--- src/rtl/rx_phase_ctrl.sv ---
// Phase-ambiguity controller: hunts for the frame sync word by stepping iq_rot, then locks and supervises it.
// Optional build macro RX_PHASE_CTRL_INV_DETECT_EN adds inverted-sync (180 degree) detection during search.
module rx_phase_ctrl #(
  parameter int                  SYNC_LEN    = 32,
  parameter logic [SYNC_LEN-1:0] SYNC_WORD   = 32'h1ACFFC1D,
  parameter int                  PERIOD_BITS = 1056,
  parameter int                  SEARCH_BITS = 4096,
  parameter int                  MISS_MAX    = 3,
  parameter int                  RST_CYCLES  = 64
) (
  input  logic       clk,
  input  logic       rst,
  input  logic       in_valid,
  input  logic       in_data,
  output logic       in_ready,
  output logic       out_valid,
  output logic       out_data,
  output logic       out_sof,
  input  logic       out_ready,
  output logic [1:0] iq_rot,
  output logic       dp_rst,
  output logic       locked
);

  localparam int SW = $clog2(SEARCH_BITS + 1);
  localparam int FW = $clog2(PERIOD_BITS + 1);
  localparam int MW = $clog2(MISS_MAX + 1);
  localparam int RW = $clog2(RST_CYCLES + 1);

  localparam logic [SW-1:0] SEARCH_LAST = SW'(SEARCH_BITS - 1);
  localparam logic [FW-1:0] FRAME_LAST  = FW'(PERIOD_BITS - 1);
  localparam logic [MW-1:0] MISS_LIM    = MW'(MISS_MAX);
  localparam logic [RW-1:0] RST_LAST    = RW'(RST_CYCLES - 1);

  typedef enum logic [1:0] {
    S_RST_DP,
    S_SEARCH,
    S_LOCKED
  } state_t;

  state_t            state_q, state_d;
  // Only the newest SYNC_LEN-1 bits are stored; the incoming bit completes the window.
  logic [SYNC_LEN-2:0] sr_q, sr_d;
  logic [SW-1:0]     search_cnt_q, search_cnt_d;
  logic [FW-1:0]     frame_cnt_q, frame_cnt_d;
  logic [MW-1:0]     miss_cnt_q, miss_cnt_d;
  logic [RW-1:0]     rst_cnt_q, rst_cnt_d;
  logic [1:0]        iq_rot_q, iq_rot_d;
  logic              dp_rst_q, dp_rst_d;
  logic              locked_q, locked_d;

  logic              is_locked;
  logic              beat;
  logic [SYNC_LEN-1:0] window;
  logic              hit;
  logic              inv_hit;

  assign is_locked = (state_q == S_LOCKED);
  assign in_ready  = is_locked ? out_ready : 1'b1;
  assign out_valid = in_valid & is_locked;
  assign out_data  = in_data;
  assign out_sof   = out_valid & (frame_cnt_q == '0);
  assign beat      = in_valid & in_ready;
  assign window    = {sr_q, in_data};
  assign hit       = beat & (window == SYNC_WORD);
`ifdef RX_PHASE_CTRL_INV_DETECT_EN
  assign inv_hit   = beat & (window == ~SYNC_WORD);
`else
  assign inv_hit   = 1'b0;
`endif

  assign iq_rot = iq_rot_q;
  assign dp_rst = dp_rst_q;
  assign locked = locked_q;

  always_comb begin
    state_d      = state_q;
    sr_d         = sr_q;
    search_cnt_d = search_cnt_q;
    frame_cnt_d  = frame_cnt_q;
    miss_cnt_d   = miss_cnt_q;
    rst_cnt_d    = rst_cnt_q;
    iq_rot_d     = iq_rot_q;
    dp_rst_d     = dp_rst_q;
    locked_d     = locked_q;

    if (beat) sr_d = window[SYNC_LEN-2:0];

    case (state_q)
      S_RST_DP: begin
        sr_d         = '0;
        search_cnt_d = '0;
        dp_rst_d     = 1'b1;
        if (rst_cnt_q == RST_LAST) begin
          rst_cnt_d = '0;
          dp_rst_d  = 1'b0;
          state_d   = S_SEARCH;
        end else begin
          rst_cnt_d = rst_cnt_q + 1'b1;
        end
      end
      S_SEARCH: begin
        if (beat) begin
          search_cnt_d = search_cnt_q + 1'b1;
          // Priority: true sync, then inverted sync, then timeout.
          if (hit) begin
            state_d      = S_LOCKED;
            frame_cnt_d  = '0;
            miss_cnt_d   = '0;
            locked_d     = 1'b1;
            search_cnt_d = '0;
          end else if (inv_hit) begin
            iq_rot_d = iq_rot_q + 2'd2;
            dp_rst_d = 1'b1;
            state_d  = S_RST_DP;
          end else if (search_cnt_q == SEARCH_LAST) begin
            iq_rot_d = iq_rot_q + 2'd1;
            dp_rst_d = 1'b1;
            state_d  = S_RST_DP;
          end
        end
      end
      S_LOCKED: begin
        if (beat) begin
          frame_cnt_d = (frame_cnt_q == FRAME_LAST) ? '0 : frame_cnt_q + 1'b1;
          if (frame_cnt_q == FRAME_LAST) begin
            if (hit) begin
              miss_cnt_d = '0;
            end else if (miss_cnt_q + 1'b1 == MISS_LIM) begin
              miss_cnt_d = '0;
              locked_d   = 1'b0;
              iq_rot_d   = iq_rot_q + 2'd1;
              dp_rst_d   = 1'b1;
              state_d    = S_RST_DP;
            end else begin
              miss_cnt_d = miss_cnt_q + 1'b1;
            end
          end
        end
      end
      default: state_d = S_RST_DP;
    endcase
  end

  always_ff @(posedge clk or posedge rst) begin
    if (rst) begin
      state_q      <= S_RST_DP;
      sr_q         <= '0;
      search_cnt_q <= '0;
      frame_cnt_q  <= '0;
      miss_cnt_q   <= '0;
      rst_cnt_q    <= '0;
      iq_rot_q     <= 2'd0;
      dp_rst_q     <= 1'b1;
      locked_q     <= 1'b0;
    end else begin
      state_q      <= state_d;
      sr_q         <= sr_d;
      search_cnt_q <= search_cnt_d;
      frame_cnt_q  <= frame_cnt_d;
      miss_cnt_q   <= miss_cnt_d;
      rst_cnt_q    <= rst_cnt_d;
      iq_rot_q     <= iq_rot_d;
      dp_rst_q     <= dp_rst_d;
      locked_q     <= locked_d;
    end
  end

endmodule

--- config.mk ---
export PLATFORM = sky130hd
export DESIGN_NAME = rx_phase_ctrl
export DESIGN_NICKNAME = d
export VERILOG_FILES = /design/src/rtl/rx_phase_ctrl.sv
export SDC_FILE = /design/constraint.sdc
export NUM_CORES = 1
export LEC_CHECK = 0
export BUFFER_PORTS_ARGS = -buffer_cell sky130_fd_sc_hd__buf_2
export CAP_MARGIN = 20
export CORE_MARGIN = 4
export CORE_UTILIZATION = 45
export CTS_CLUSTER_SIZE = 30
export DETAILED_ROUTE_END_ITERATION = 12
export PLACE_DENSITY = 0.58
export SYNTH_ARGS = -nofsm -noshare
export SYNTH_HDL_FRONTEND = slang
export SYNTH_SLANG_ARGS = --single-unit
export TNS_END_PERCENT = 50
--- constraint.sdc ---
create_clock -name clk -period 3.07 [get_ports clk]
set_clock_uncertainty 0.05 [all_clocks]
set_input_delay 0.614 -clock clk [delete_from_list [all_inputs] [get_ports clk]]
set_output_delay 0.614 -clock clk [all_outputs]
set_load 0.05 [all_outputs]
==> results of run 1 <==
==> power by group through the flow <==
| stage | combinational, mW | clock (mW) | sequential, mW |
|---|---|---|---|
| after CTS | 0.189 | 0.722 | 1.06 |
| after global routing | 0.217 | 0.756 | 1.07 |
| after global placement | 0.185 | 0 | 1.07 |
| final | 0.185 | 0.698 | 1.06 |
| after detailed placement | 0.188 | 0 | 1.07 |
| after floorplan | 0.153 | 0 | 1.05 |
==> worst max-delay path, stage by stage (launching register included) <==
cell	delay, ns
dfrtp_1	0.39
inv_1	0.09
ha_1	0.23
nand2b_1	0.16
nor4b_2	0.36
a41oi_2	0.36
nand2b_4	0.29
or4_1	0.50
nand3_1	0.10
==> final timing paths <==
check                      cells after the start  slack, ns  startpoint        endpoint
hold / removal                                 3       0.29         rst         sr_q[1]
setup / recovery                               8       0.46  state_q[0]  frame_cnt_q[7]
hold reg to reg                                1       0.41   iq_rot[1]       iq_rot[1]
setup reg to reg                               8       0.46  state_q[0]  frame_cnt_q[7]
min in group clk                               1       0.41   iq_rot[1]       iq_rot[1]
max in group asynchronous                      3       2.35         rst          dp_rst
==> layout make-up <==
cell class	instances	share of cell area, %
timing repair buffer	21	3.63
sequential	70	45.4
inverter	9	0.876
tap	99	3.21
clock inverter	2	0.908
clock buffer	11	3.67
multi-input combinational	281	42.3
==> cells by family after synthesis <==
logic type / after synthesis / share of synthesized area [%]
AOI/OAI and AO/OA: 72 / 12.0
xor gates and xnor gates: 18 / 4.51
adders and majority gates: 8 / 2.86
buffers and inverters: 28 / 3.43
DFF: 70 / 50.1
muxes: 6 / 1.79
and+or+nand+nor: 177 / 25.3
==> layer usage <==
metal  vias up  global-route usage [%]
met5         -                       0
met4         0                    7.70
met3         6                    3.21
met2        35                    25.5
met1      1297                    23.1
li1       1335                       -
==> cells in the mapped netlist (3+ instances only) <==
| cell type | number | area [um2] |
|---|---|---|
| a22o_1 | 3 | 26.3 |
| inv_1 | 9 | 33.8 |
| nand3b_1 | 3 | 22.5 |
| nor3_1 | 8 | 40.0 |
| nand2_1 | 85 | 319 |
| xor2_1 | 7 | 61.3 |
| buf_2 | 3 | 15.0 |
| nand3_1 | 12 | 60.1 |
| nor2_1 | 23 | 86.3 |
| clkbuf_1 | 10 | 37.5 |
| ha_1 | 8 | 100 |
| a21oi_1 | 43 | 215 |
| mux2i_1 | 4 | 40.0 |
| xnor2_1 | 11 | 96.3 |
| nand4_1 | 8 | 50.1 |
| dfrtp_1 | 69 | 1730 |
| or3_1 | 6 | 37.5 |
| a31oi_1 | 3 | 18.8 |
| nand2b_1 | 3 | 18.8 |
| and3_1 | 5 | 31.3 |
| nor4_1 | 4 | 25.0 |
| nand4b_1 | 3 | 26.3 |
| buf_1 | 4 | 15.0 |
| o21ai_0 | 11 | 55.1 |
==> cells in the final DEF (no fill, tap or decap), types with 3 or more instances in the layout <==
cell type	n
xor2_1	7
ha_1	8
mux2i_1	4
a22o_1	3
buf_4	8
inv_1	8
nand3b_1	3
o21ai_0	11
nand2b_1	3
nand3_1	12
nand2_1	85
nor2_1	23
dfrtp_1	69
nand4_1	8
xnor2_1	11
and3_1	5
nor3_1	7
a21oi_1	43
a31oi_1	3
clkbuf_8	10
nand4b_1	3
buf_2	12
or3_1	6
nor4_1	4
==> state kept, by name, summed over array words and instances (netlist names) <==
name,cells
sr_q,31
search_cnt_q,13
frame_cnt_q,11
rst_cnt_q,7
iq_rot,2
miss_cnt_q,2
state_q,2
dp_rst,1
locked,1
==> reports/qor.csv, run 1 <==
stage;metric;value;unit
run_status;status;completed;
timing;RSZ-0062 raised after global routing;no;
clock_network;Longest Clk Path Bufs;2;
cells_and_area;final net count;405;
synthesis;Seq/Total Area, Yosys;50.1;%
timing;Fmax;383;MHz
detailed_routing;Routed WL;6.96;mm
timing;Fin. Hold Viols;0;
power_and_ir_drop;Gate power share;9.6;%
detailed_routing;1st-iter DRT viols;98;
timing;Setup TNS Final;0;ns
cells_and_area;footprint of the multi-input gates;0.00163;mm2
cells_and_area;layout cells sized above 1;11.7;%
floorplanning;die span in y;96.2;um
placed_design;Placement Cell Area;0.00368;mm2
floorplanning;number of I/O pins;13;
floorplanning;Die W;96.2;um
clock_network;Clk pin slew, worst setup/hold paths;0.07;ns
cells_and_area;FF+latch area;0.00175;mm2
synthesis;asr flop ratio synth;100;%
placed_design;hpwl dp;4.53;mm
power_and_ir_drop;Flop pwr share;54.5;%
critical_path;Worst Setup Path Type;reg -> reg;
synthesis;syn avg cell area;9.23;um2
grt;global-route usage over all layers;16.8;%
synthesis;synth unique cells;52;
clock_network;Post-CTS Setup Bufs;0;
clock_network;Num CTS Buffers;9;
cells_and_area;Post-Layout Cell Count;493;
grt;initial antenna violation count;0;
synthesis;Synth Flop Type;dfrtp_1;
detailed_routing;detail-routed via count per cell;5.42;
clock_network;CTS resizes;0;
synthesis;Ys Warns;0;
timing;final max-slew violation count;0;
power_and_ir_drop;Sw Pwr;0.489;mW
synthesis;Mapped Cells;379;
timing;Final setup viols;0;
critical_path;critical path launch point type;register;
clock_network;CTS Hold Bufs;0;
detailed_routing;DR top layer;met4;
power_and_ir_drop;internal power;1.45;mW
critical_path;maximum fanout along the worst path;13;
clock_network;TritonCTS clock tree;done;
power_and_ir_drop;Clock power frac;36.0;%
detailed_routing;met2 wire length;3.22;mm
cells_and_area;cell area after layout;0.00386;mm2
synthesis;Synth Register Bits;70;
timing;hold slack;0.293;ns
timing;crit path time final;2.61;ns
timing;worst-margin pin slew;0.570;ns
cells_and_area;# fillers;697;
critical_path;WP data required;3.29;ns
critical_path;Critical Path End Type;register;
detailed_routing;DRC Markers;0;
power_and_ir_drop;Max VDD drop;0.276;mV
placed_design;dpl cells;480;
clock_network;Clk Latency, worst-skew pair;0.34;ns
clock_network;CTS sink cnt;70;
grt;global route overflow;0;
hold_path;worst hold-check path type;in -> async;
detailed_routing;wl on met1;3.46;mm
placed_design;pre-CTS WS;0.475;ns
cells_and_area;ANT cells;0;
synthesis;Synth Net Count;392;
cells_and_area;final core occ;52.1;%
power_and_ir_drop;P_leak;1.73;nW
clock_network;CTS H-tree lvls;3;
floorplanning;core footprint;0.00741;mm2
clock_network;root buf cell;clkbuf_8;
floorplanning;effective utilization at floorplan;47.2;%
detailed_routing;vias;2673;
synthesis;Syn Std Cell Area;0.00350;mm2
grt;vias in the first global route;2527;
power_and_ir_drop;Switching Fraction;25.2;%
floorplanning;die area;0.00925;mm2
detailed_routing;antenna viol nets, final;0;
detailed_routing;Pre-antenna DRT Iters;4;
grt;largest net degree at the start of global routing;71;
timing;Slew headroom;61.8;%
floorplanning;row cnt;31;
timing;period utilisation layout;85.0;%
timing;Final WS setup;0.461;ns
cells_and_area;Layout area overhead;10.3;%
placed_design;GPL Wtd Cong;0.845;
run;# Max-Cap Violations;0;
detailed_routing;DR WL met3;237;um
critical_path;CP arrival;2.83;ns
power_and_ir_drop;power density over the cells;503;mW/mm2
synthesis;number of flops mapped to enable cells by yosys;0;
detailed_routing;wire per inst;14.1;um
grt;first-pass GRT wire length;12.0;mm
placed_design;IO Port Bufs;12;
power_and_ir_drop;Final Power;1.94;mW
(Power assumes the default switching activity.)
==> run 2, diff against run 1 <==
--- a/config.mk
+++ b/config.mk
@@ -5,13 +5,14 @@
 export SDC_FILE = /design/constraint.sdc
 export NUM_CORES = 1
 export LEC_CHECK = 0
+export ABC_AREA = 1
 export BUFFER_PORTS_ARGS = -buffer_cell sky130_fd_sc_hd__buf_2
 export CAP_MARGIN = 20
 export CORE_MARGIN = 4
 export CORE_UTILIZATION = 45
 export CTS_CLUSTER_SIZE = 30
 export DETAILED_ROUTE_END_ITERATION = 12
-export PLACE_DENSITY = 0.58
+export PLACE_DENSITY = 0.6
 export SYNTH_ARGS = -nofsm -noshare
 export SYNTH_HDL_FRONTEND = slang
 export SYNTH_SLANG_ARGS = --single-unit
==> constraint.sdc (replaced) <==
create_clock -name clk -period 2.1 [get_ports clk]
set_clock_uncertainty 0.05 [all_clocks]
set_input_delay 0.42 -clock clk [delete_from_list [all_inputs] [get_ports clk]]
set_output_delay 0.42 -clock clk [all_outputs]
set_load 0.05 [all_outputs]
==> reports/qor.csv, run 2 <==
stage;metric;value;unit;change
run_status;status;completed;;
synthesis;synth unique cells;39;;-25%
timing;Fmax;497;MHz;
placed_design;Placement Cell Area;0.00406;mm2;+10%
critical_path;Critical Path End Type;output pin;;
critical_path;end of the worst register-to-register path;frame_cnt_q[7];;
floorplanning;row cnt;33;;+6.5%
synthesis;Seq/Total Area, Yosys;45.5;%;-4.6 points
critical_path;WP data required;1.63;ns;-1.66 ns
synthesis;Synth Net Count;502;;+28%
grt;first-pass GRT wire length;13.8;mm;+15%
cells_and_area;biggest regs;sr_q: 31 flops, search_cnt_q: 13 flops, frame_cnt_q: 11 flops;;
clock_network;TritonCTS clock tree;done;;
clock_network;CTS H-tree lvls;3;;unchanged
detailed_routing;antenna viol nets, final;0;;unchanged
cells_and_area;layout cells sized above 1;16.4;%;+4.7 points
grt;global-route usage over all layers;17.1;%;+0.30 points
clock_network;root buf cell;clkbuf_8;;
detailed_routing;detail-routed via count per cell;5.07;;-6.5%
synthesis;Syn Std Cell Area;0.00385;mm2;+10%
floorplanning;core footprint;0.00826;mm2;+11%
floorplanning;effective utilization at floorplan;46.7;%;-0.56 points
synthesis;largest cells by area after synthesis;dfrtp_1, nand2_1, nand3_1;;
run;# Max-Cap Violations;0;;unchanged
grt;vias in the first global route;2975;;+18%
synthesis;Yosys top cell area share;44.8;%;-4.6 points
cells_and_area;final core occ;52.8;%;+0.69 points
timing;worst-margin pin slew;0.526;ns;-0.0439 ns
clock_network;Num CTS Buffers;9;;unchanged
power_and_ir_drop;P_leak;1.97;nW;+14%
synthesis;number of flops mapped to enable cells by yosys;0;;unchanged
power_and_ir_drop;Final Power;2.77;mW;+43%
critical_path;R2R Path Start;state_q[1];;
floorplanning;die span in y;101;um;+4.5%
critical_path;CP arrival;1.54;ns;-1.29 ns
synthesis;biggest area consumer among synthesized cells;dfrtp_1;;
synthesis;Mapped Cells;489;;+29%
cells_and_area;cell area after layout;0.00436;mm2;+13%
floorplanning;Die W;101;um;+4.5%
clock_network;CTS sink cnt;70;;unchanged
critical_path;Worst Setup Path Type;reg -> out;;
critical_path;Setup crit end;out_sof;;
timing;Fin. Hold Viols;0;;unchanged
floorplanning;die area;0.0101;mm2;+9.3%
timing;Setup TNS Final;0;ns;unchanged
timing;period utilisation layout;95.8;%;
placed_design;IO Port Bufs;12;;unchanged
clock_network;Clk Latency, worst-skew pair;0.35;ns;about the same
detailed_routing;vias;3127;;+17%
cells_and_area;max FFs per register;31;;unchanged
critical_path;R2R setup slack;0.22;ns;-0.24 ns
cells_and_area;Layout area overhead;13.1;%;
critical_path;Worst R2R Path Depth;8;;unchanged
cells_and_area;ANT cells;0;;unchanged
cells_and_area;commonest non-fill, non-tap cell in the layout;nand2_1;;
synthesis;Ys Warns;0;;unchanged
synthesis;Synth Flop Type;dfrtp_1;;
cells_and_area;final net count;520;;+28%
cells_and_area;commonest cells after routing, fill and taps aside;nand2_1, dfrtp_1, nand3_1;;
synthesis;most common cell in the synthesized netlist;nand2_1;;
detailed_routing;1st-iter DRT viols;120;;+22%
placed_design;hpwl dp;5.56;mm;+23%
placed_design;GPL Wtd Cong;0.814;;-3.7%
grt;global route overflow;0;;unchanged
power_and_ir_drop;power density over the cells;635;mW/mm2;+26%
clock_network;CTS Hold Bufs;0;;unchanged
clock_network;Clk pin slew, worst setup/hold paths;0.08;ns;about the same
detailed_routing;Pre-antenna DRT Iters;4;;unchanged
grt;largest net degree at the start of global routing;35;;-51%
hold_path;worst hold-check path type;in -> async;;
critical_path;critical path launch point type;register;;
critical_path;Worst Setup SP;frame_cnt_q[0];;
floorplanning;number of I/O pins;13;;unchanged
cells_and_area;Largest Register;sr_q;;
critical_path;maximum fanout along the worst path;2;;-11
timing;Final setup viols;0;;unchanged
power_and_ir_drop;Max VDD drop;0.420;mV;+52%
synthesis;Synth Register Bits;70;;unchanged
timing;crit path time final;2.01;ns;
synthesis;commonest cells in the netlist;nand2_1, dfrtp_1, nand3_1;;
synthesis;asr flop ratio synth;100;%;unchanged
detailed_routing;wire per inst;12.8;um;-9.3%
timing;final max-slew violation count;0;;unchanged
detailed_routing;DRC Markers;0;;unchanged
clock_network;Longest Clk Path Bufs;2;;unchanged
synthesis;syn avg cell area;7.88;um2;-15%
detailed_routing;Routed WL;7.90;mm;+14%
grt;initial antenna violation count;0;;unchanged
timing;Slew headroom;64.8;%;+3.0 points
[run 2: how the worst min path moves through the flow]
stage,startpoint,endpoint,slack (ns),cells after the start
CTS,rst,sr_q[2],0.06,2
detailed placement,locked,locked,0.41,2
global route,rst,sr_q[6],0.08,2
finish,rst,sr_q[6],0.06,2
global placement,locked,locked,0.41,2
floorplan,miss_cnt_q[1],miss_cnt_q[1],0.39,2
[run 2: kinds of logic (layout without fill, tap and decap cells)]
family	count (synthesis)	after routing	share of synthesized area (%)
AO/OA/AOI/OAI	60	60	9.29
XOR/XNOR	12	12	2.73
adder cells (fa/ha/maj)	8	8	2.60
buffers and inverters	77	100	8.02
flip-flops	70	70	45.5
AND/OR/NAND/NOR	262	262	31.9
[run 2: report_power, final]
part	switching (mW)	leakage [nW]	internal, mW	total (mW)
Combinational	0.0521	0.891	0.0134	0.0655
Clock	0.536	0.126	0.820	1.36
Sequential	0	0.950	1.35	1.35
[run 2: timing repair]
item	in CTS	in global routing
resized for setup	4	5
endpoints found under the setup margin	1	15
setup buffers	1	2
[run 2: routing by layer]
metal / vias to the layer above / GRT usage (%) / part of all wire, %
li1: 1612 / - / -
met1: 1479 / 23.2 / 49
met2: 30 / 26.4 / 47
met3: 6 / 4.08 / 2.7
met4: 0 / 6.74 / 1.2
met5: - / 0 / 0
[run 2: area by class of cell]
type / instances / area [um2]
Timing Repair Buffer: 23 / 161
Multi-Input combinational cell: 342 / 1830
Fill cell: 823 / 3900
Tap cell: 105 / 131
Sequential cell: 70 / 1750
Clock inverter: 6 / 109
Inverter: 61 / 233
Clock buffer: 10 / 138
[run 2: through the flow]
| step | hold WS, ns | std cells | worst slack, ns |
|---|---|---|---|
| detailed placement | 0.412 | 598 | 0.0983 |
| CTS | 0.0600 | 615 | 0.0274 |
| global placement | 0.411 | 598 | 0.184 |
| finish | 0.0598 | 617 | 0.0892 |
| global route | 0.0807 | 617 | -0.00764 |
| floorplan | 0.392 | 489 | -0.0529 |
[run 2: worst max-delay path, stage by stage (launching register included)]
cell     delay (ns)
dfrtp_1        0.39
inv_1          0.09
ha_1           0.16
nand2_1        0.09
nor4_4         0.27
buf_6          0.19
==> run 3, diff against run 2 <==
==> constraint.sdc (replaced) <==
create_clock -name clk -period 1.7 [get_ports clk]
set_clock_uncertainty 0.05 [all_clocks]
set_input_delay 0.34 -clock clk [delete_from_list [all_inputs] [get_ports clk]]
set_output_delay 0.34 -clock clk [all_outputs]
set_load 0.05 [all_outputs]
==> reports/qor.csv, run 3 (synthesis gave the netlist of run 2 again) <==
stage;metric;value;unit;change
cells_and_area;commonest non-fill, non-tap cell in the layout;nand2_1;;
timing;Fin. Hold Viols;0;;unchanged
run_status;status;finished, violations left;;
floorplanning;die span in y;101;um;unchanged
clock_network;Num CTS Buffers;9;;unchanged
detailed_routing;Routed WL;9.17;mm;+16%
timing;Setup TNS Final;-2.77;ns;-2.77 ns
floorplanning;row cnt;33;;unchanged
timing;Fmax;523;MHz;
power_and_ir_drop;power density over the cells;617;mW/mm2;-2.9%
grt;largest net degree at the start of global routing;61;;+74%
timing;RSZ-0062 raised after global routing;yes;;
clock_network;Clk Latency, worst-skew pair;0.35;ns;about the same
detailed_routing;DRC Markers;0;;unchanged
grt;vias in the first global route;3229;;+8.5%
critical_path;Worst Setup Path Type;reg -> out;;
grt;initial antenna violation count;0;;unchanged
clock_network;Clk pin slew, worst setup/hold paths;0.08;ns;about the same
clock_network;Longest Clk Path Bufs;2;;unchanged
detailed_routing;wire per inst;13.6;um;+6.4%
cells_and_area;Layout area overhead;40.6;%;
detailed_routing;vias;3457;;+11%
timing;Final WS setup;-0.212;ns;-0.301 ns
run_status;failing checks;setup timing;;
timing;final max-slew violation count;0;;unchanged
placed_design;dpl cells;631;;+5.5%
critical_path;Critical Path End Type;output pin;;
cells_and_area;biggest regs;sr_q: 31 flops, search_cnt_q: 13 flops, frame_cnt_q: 11 flops;;
detailed_routing;wl on met1;4.09;mm;+5.4%
placed_design;IO Port Bufs;12;;unchanged
timing;worst-margin pin slew;0.408;ns;-0.118 ns
grt;global route overflow;0;;unchanged
floorplanning;die area;0.0101;mm2;unchanged
floorplanning;number of I/O pins;13;;unchanged
power_and_ir_drop;Max VDD drop;0.521;mV;+24%
cells_and_area;layout cells sized above 1;37.3;%;+21 points
clock_network;root buf cell;clkbuf_8;;
placed_design;Placement Cell Area;0.00432;mm2;+6.4%
detailed_routing;DR WL met3;178;um;-18%
floorplanning;Die W;101;um;unchanged
detailed_routing;Pre-antenna DRT Iters;4;;unchanged
detailed_routing;detail-routed via count per cell;5.14;;+1.4%
placed_design;pre-CTS WS;-0.109;ns;-0.207 ns
power_and_ir_drop;P_leak;2.35;nW;+19%
detailed_routing;DR top layer;met4;;
timing;period utilisation layout;112;%;
cells_and_area;final net count;576;;+11%
critical_path;WP data required;1.31;ns;-0.32 ns
critical_path;maximum fanout along the worst path;2;;unchanged
detailed_routing;1st-iter DRT viols;101;;-16%
floorplanning;effective utilization at floorplan;46.7;%;unchanged
placed_design;GPL Wtd Cong;0.797;;-2.1%
critical_path;critical path launch point type;register;;
run;# Max-Cap Violations;0;;unchanged
hold_path;worst hold-check path type;in -> reg;;
cells_and_area;cell area after layout;0.00542;mm2;+24%
timing;Final setup viols;38;;+38
cells_and_area;max FFs per register;31;;unchanged
placed_design;hpwl dp;5.77;mm;+3.7%
grt;global-route usage over all layers;18.1;%;+1.0 points
cells_and_area;commonest cells after routing, fill and taps aside;nand2_1, dfrtp_1, inv_1;;
grt;first-pass GRT wire length;14.8;mm;+6.7%
clock_network;TritonCTS clock tree;done;;
critical_path;CP arrival;1.52;ns;-0.02 ns
power_and_ir_drop;Final Power;3.34;mW;+21%
timing;Slew headroom;72.7;%;+7.8 points
timing;crit path time final;1.91;ns;
clock_network;CTS sink cnt;70;;unchanged
detailed_routing;antenna viol nets, final;0;;unchanged
floorplanning;core footprint;0.00826;mm2;unchanged
cells_and_area;Largest Register;sr_q;;
detailed_routing;met2 wire length;4.75;mm;+28%
clock_network;CTS H-tree lvls;3;;unchanged
cells_and_area;ANT cells;0;;unchanged
cells_and_area;Post-Layout Cell Count;673;;+9.1%
## run 3: cell count changes in the layout (fill, tap and decap cells not counted), sizes merged
cell | previous run | this run
inv | 59 | 57
bufinv | 3 | 2
clkbuf | 10 | 14
clkinvlp | 1 | 3
dlygate4sd3 | 0 | 1
buf | 23 | 75
## run 3: worst max-delay path, stage by stage (launching register included)
cell and delay (ns):
dfrtp_1 0.41, inv_2 0.07, nand4_1 0.17, nor4_4 0.33, buf_6 0.19
## run 3: stage by stage
stage                     hold WS, ns  utilization [%]
final                           0.251             65.6
after global routing            0.240             65.6
after CTS                       0.256             59.1
after detailed placement        0.255             52.3
after global placement          0.251             52.3
after floorplan                 0.392                -
## run 3: metal layers
metal	vias up	track usage [%]
met5	-	0
met4	0	6.74
met3	15	4.29
met2	37	29.9
met1	1661	23.1
li1	1744	-
## run 3: power breakdown
group          switching (mW)  total [mW]  internal, mW
sequential                  0        1.66          1.66
combinational          0.0783       0.113        0.0351
clock                   0.659        1.56         0.906
## run 3: final cells by class
class                      count  area (um2)
timing repair buffer          79         798
tap                          105         131
inverter                      61         265
fill                         655        2840
clock buffer                  11         151
multi-input combinational    342        2240
sequential                    70        1750
clock inverter                 5        81.3
## run 3: what timing repair did
action | in CTS | in global routing
cloned | 1 | 3
endpoints found under the hold margin | 10 | 0
setup buffers | 13 | 10
pin swaps | 15 | 27
endpoints found under the setup margin | 46 | 71
resized for setup | 57 | 120
hold buffers | 1 | 0
## run 3: path summary, 6_finish.rpt
path / from / end / slack (ns) / depth (start not counted)
min in group asynchronous: rst / sr_q[16] / 0.43 / 3
setup reg to reg: state_q[1] / state_q[0] / -0.13 / 11
max in group asynchronous: rst / dp_rst / 0.55 / 4
hold / removal: in_data / sr_q[0] / 0.25 / 3
hold reg to reg: locked / locked / 0.45 / 2
setup / recovery: frame_cnt_q[8] / out_sof / -0.21 / 4
